$ cat src/rtl/inst_fetch_unit.sv
// Instruction fetch unit: owns the PC, fetches over a req/ready handshake, holds the
// word for decode until it retires, resolves the next PC, and halts on a sticky fault.
module inst_fetch_unit #(
  parameter logic [31:0] RESET_PC   = 32'h0000_0000,
  parameter int          WAIT_LIMIT = 16
) (
  input  logic        clk,
  input  logic        rst_n,
  output logic        imem_req,
  output logic [31:0] imem_addr,
  input  logic        imem_ready,
  input  logic [31:0] imem_rdata,
  output logic [31:0] instr,
  output logic [31:0] instr_pc,
  output logic        instr_valid,
  input  logic        instr_ready,
  input  logic        branch,
  input  logic        nebranch,
  input  logic        jmp,
  input  logic        jal,
  input  logic        jr,
  input  logic        alu_zero,
  input  logic [31:0] jr_target,
  output logic [31:0] link_addr,
  output logic        fault,
  output logic [1:0]  fault_code
);

  localparam int CW = (WAIT_LIMIT > 1) ? $clog2(WAIT_LIMIT) : 1;
  localparam logic [CW-1:0] CNT_LAST = CW'(WAIT_LIMIT - 1);

  typedef enum logic [1:0] {S_FETCH, S_HOLD, S_HALT} state_t;

  state_t        state_q, state_d;
  logic [31:0]   pc_q, pc_d;
  logic [31:0]   instr_q, instr_d;
  logic [31:0]   ipc_q, ipc_d;
  logic [CW-1:0] cnt_q, cnt_d;
  logic [1:0]    fc_q, fc_d;

  logic [31:0]   pc4, btgt, jtgt, next_pc;
  logic          take;
  logic          unused_jal;

  // jal only matters to the register file; the target comes from the jmp path
  assign unused_jal = jal;

  assign pc4     = ipc_q + 32'd4;
  assign btgt    = pc4 + {{14{instr_q[15]}}, instr_q[15:0], 2'b00};
  assign jtgt    = {pc4[31:28], instr_q[25:0], 2'b00};
  assign take    = (branch & alu_zero) | (nebranch & ~alu_zero);
  assign next_pc = jr   ? jr_target :
                   jmp  ? jtgt      :
                   take ? btgt      : pc4;

  always_comb begin
    state_d = state_q;
    pc_d    = pc_q;
    instr_d = instr_q;
    ipc_d   = ipc_q;
    cnt_d   = cnt_q;
    fc_d    = fc_q;
    case (state_q)
      S_FETCH: begin
        if (imem_ready) begin
          instr_d = imem_rdata;
          ipc_d   = pc_q;
          cnt_d   = '0;
          state_d = S_HOLD;
        end else if (cnt_q == CNT_LAST) begin
          fc_d    = 2'b01;
          state_d = S_HALT;
        end else begin
          cnt_d = cnt_q + CW'(1);
        end
      end
      S_HOLD: begin
        if (instr_ready) begin
          // a misaligned jr target halts with the PC left at the faulting jr
          if (jr && (jr_target[1:0] != 2'b00)) begin
            fc_d    = 2'b10;
            state_d = S_HALT;
          end else begin
            pc_d    = next_pc;
            state_d = S_FETCH;
          end
        end
      end
      default: state_d = state_q;
    endcase
  end

  always_ff @(posedge clk or negedge rst_n) begin
    if (!rst_n) begin
      state_q <= S_FETCH;
      pc_q    <= RESET_PC;
      instr_q <= 32'h0;
      ipc_q   <= RESET_PC;
      cnt_q   <= '0;
      fc_q    <= 2'b00;
    end else begin
      state_q <= state_d;
      pc_q    <= pc_d;
      instr_q <= instr_d;
      ipc_q   <= ipc_d;
      cnt_q   <= cnt_d;
      fc_q    <= fc_d;
    end
  end

  // gate with rst_n so no request is visible while reset is held
  assign imem_req    = rst_n && (state_q == S_FETCH);
  assign imem_addr   = pc_q;
  assign instr       = instr_q;
  assign instr_pc    = ipc_q;
  assign instr_valid = (state_q == S_HOLD);
  assign link_addr   = pc4;
  assign fault       = (state_q == S_HALT);
  assign fault_code  = fc_q;

endmodule

$ cat config.mk
export PLATFORM = sky130hd
export DESIGN_NAME = inst_fetch_unit
export DESIGN_NICKNAME = d
export VERILOG_FILES = /design/src/rtl/inst_fetch_unit.sv
export SDC_FILE = /design/constraint.sdc
export NUM_CORES = 1
export LEC_CHECK = 0
export ABC_AREA = 1
export CORE_AREA = 8 8 136 150
export CTS_CLUSTER_DIAMETER = 80
export DETAILED_ROUTE_END_ITERATION = 8
export DIE_AREA = 0 0 144 158
export GPL_ROUTABILITY_DRIVEN = 0
export PLACE_DENSITY = 0.77
export SYNTH_ARGS = -nofsm -noshare
export SYNTH_HDL_FRONTEND = slang
export SYNTH_SLANG_ARGS = --single-unit
$ cat constraint.sdc
create_clock -name clk -period 2.4 [get_ports clk]
set_input_delay 0.48 -clock clk [delete_from_list [all_inputs] [get_ports clk]]
set_output_delay 0.48 -clock clk [all_outputs]
set_load 0.02 [all_outputs]
==> impl_metrics.tcl <==
set metrics [dict create \
    cts_hold_buffers 0 \
    grt_busiest_layer "met2" \
    synth_cell_type_count 45 \
    fillCellCount 943 \
    async_flop_share_pct 100 \
    die_w_um 144 \
    insertion_delay_ns 0.36 \
    placed_area_um2 12100 \
    synth_seq_cells 104 \
    grt_pass1_vias 10400 \
    diodes 0 \
    clk_pin_slew_ns 0.09 \
    start_kind "register" \
    gr-usage-all-layers_pct 31.4 \
    use_met1_pct 37.0 \
    cts_tree "done" \
    ir_drop_uv 839 \
    dieArea_um2 22800 \
    numPlacedInstances 1862 \
    crit_fanout 5 \
    syn_nets 1357 \
    ys_warn_count 0 \
    final_cell_mix "nand2_1, buf_4, clkdlybuf4s50_1" \
    rsz0062_at_grt "yes" \
    hold_viol 0 \
    io_buffers 205 \
    clockRootBuffer "clkbuf_16" \
    p_leak_nw 7.25 \
    cts_sinks 104 \
    ant_nets 0 \
    hpwl_mm 25.8 \
    worstSetupPathType "register to register" \
    setup_viol 56 \
    layout.cells.most_common "nand2_1" \
    drv_cap 0 \
    grt_max_degree 105 \
    cts.path.max_buffers 2 \
    instances_no_fill 1970 \
    layout-drive-gt1-share_pct 41.1 \
    synth_ff_type "dfrtp_1" \
    die_h_um 158 \
    min_period_ns 3.66 \
    violations "negative setup slack" \
    hold_path_class "input port to async pin" \
    required_ns 2.67 \
    grt_use_met2_pct 52.1 \
    fin_worst_skew_ns 0.0163 \
    setup_slack_ns -1.26 \
    tightest_slew_ns 1.08 \
    fin_crit_sh_pct 152 \
    core_um2 18000 \
    max_freq_mhz 273 \
    drt_iter0_drc 2030 \
    synth-edff-count 0 \
    cts.htree.levels 3 \
    syn-cell-area_um2 7890 \
    met3_usage_pct 6.94 \
    nNetsFinal 1834 \
    numCtsBuffers 9 \
    pre_cts_ws_ns -0.544 \
    p_per_area_nw_per_um2 1560 \
    maxSlewViolCount 0 \
    postSynthAreaPerCell_um2 6.34 \
    final.setup.tns_ns -26.89 \
    wl_per_cell_um 24.8 \
    status "finished, violations left" \
    overflow 0 \
    slew-limit-headroom_pct 27.6 \
    initial_core_util_pct 43.8 \
    grt_pass1_wl_mm 55.1 \
    end_kind "register" \
    ios 207 \
    seq_area_frac_synth_pct 33.0 \
    worst_hold_slack_ns 0.164 \
    antenna_found_initial 1 \
    synth_cells 1245 \
    firstDrtPassIters 9 \
    num_vias 12200 \
    drc 0 \
    core.rowCount 52 \
    via_per_inst 6.21 \
    areaGrowthSynthToFinish_pct 85.5 \
    fin_area_um2 14600 \
    routed_wl_mm 48.8 \
    arrival_ns 3.92 \
]
[critical path: stages (launching register included)]
cell     delay [ns]
dfrtp_1        0.52
nand2_1        0.26
nor2_1         0.62
nand3_1        0.28
nor3_2         0.23
nand2_2        0.12
xor2_2         0.20
inv_2          0.09
ha_4           0.29
inv_2          0.04
nor3_2         0.19
nand2_1        0.12
inv_1          0.08
nand2_2        0.05
nand2_2        0.07
inv_1          0.05
nand2_1        0.05
nand3_1        0.06
nand3_1        0.08
nand2_1        0.07
nand2_1        0.05
nand2_1        0.04
[stage by stage]
step,total power (W),utilization [%]
after floorplan,0.00973,-
after global placement,0.0156,67.2
after detailed placement,0.0159,67.2
after CTS,0.0189,74.5
after global routing,0.0236,81.2
final,0.0229,81.2
[cell usage after synthesis (all sizes together), types with 4 or more instances]
cell    instances  area [um2]
nand4          10        62.6
dfrtp         104        2600
o21ai          57         285
xor2           15         131
inv           163         612
o21bai          5        41.3
nand2         518        1970
ha             37         463
or2             7        43.8
nand3          67         335
a21boi          4        30.0
buf            20         103
a221oi          7        61.3
nor3           14        90.1
nor2          126         523
o211ai          5        37.5
clkbuf         12        45.0
a21oi          48         240
xnor2           6        52.6
[what timing repair did]
action | 4_1_cts | 5_1_grt
setup buffers | 62 | 40
setup endpoints to repair | 54 | 55
resized for setup | 283 | 279
pin swaps | 84 | 145
[power breakdown]
group / switching [W] / total [W] / internal, W
combinational: 0.0100 / 0.0177 / 0.00768
clock: 0.000763 / 0.00150 / 0.000736
sequential: 0.00107 / 0.00364 / 0.00258
total: 0.0119 / 0.0229 / 0.0110
[registers in the layout, summed over array words and instances (netlist names)]
| name | flops |
|---|---|
| imem_addr | 32 |
| instr | 32 |
| instr_pc | 32 |
| cnt_q | 4 |
| fault_code | 2 |
| state_q | 2 |
[kinds of logic (layout without fill, tap and decap cells)]
logic type,count (synthesis),count (layout),synth area share [%]
compound gates,141,141,10.3
xor+xnor,21,21,2.33
fa+ha+maj,38,38,6.12
buf+inv,195,677,9.62
flops,104,104,33.0
simple gates,746,746,38.7
[area by class of cell]
type	instances	area (um2)	share of cell area, %
tap	243	304	2.08
timing repair buffer	498	4520	30.9
clock buffer	9	225	1.54
multi-input combinational	946	6260	42.7
inverter	163	634	4.33
sequential	104	2630	17.9
clock inverter	7	76.3	0.521
[worst paths after layout]
path | from | slack [ns] | endpoint | cells after the start
max | instr_pc[24] | -1.26 | imem_addr[31] | 21
min | rst_n | 0.16 | cnt_q[1] | 2
max reg2reg | instr_pc[24] | -1.26 | imem_addr[31] | 21
min reg2reg | instr[27] | 0.48 | instr[27] | 2
max in group asynchronous | rst_n | 1.71 | instr_pc[3] | 2
min in group clk | instr[27] | 0.48 | instr[27] | 2
[per-layer routing]
layer | routed length [um] | share of wire [%]
met1 | 15400 | 32
met2 | 20900 | 43
met3 | 7240 | 15
met4 | 5220 | 11
met5 | 65 | 0.13
Note: power is estimated with default switching activity, not from simulation.
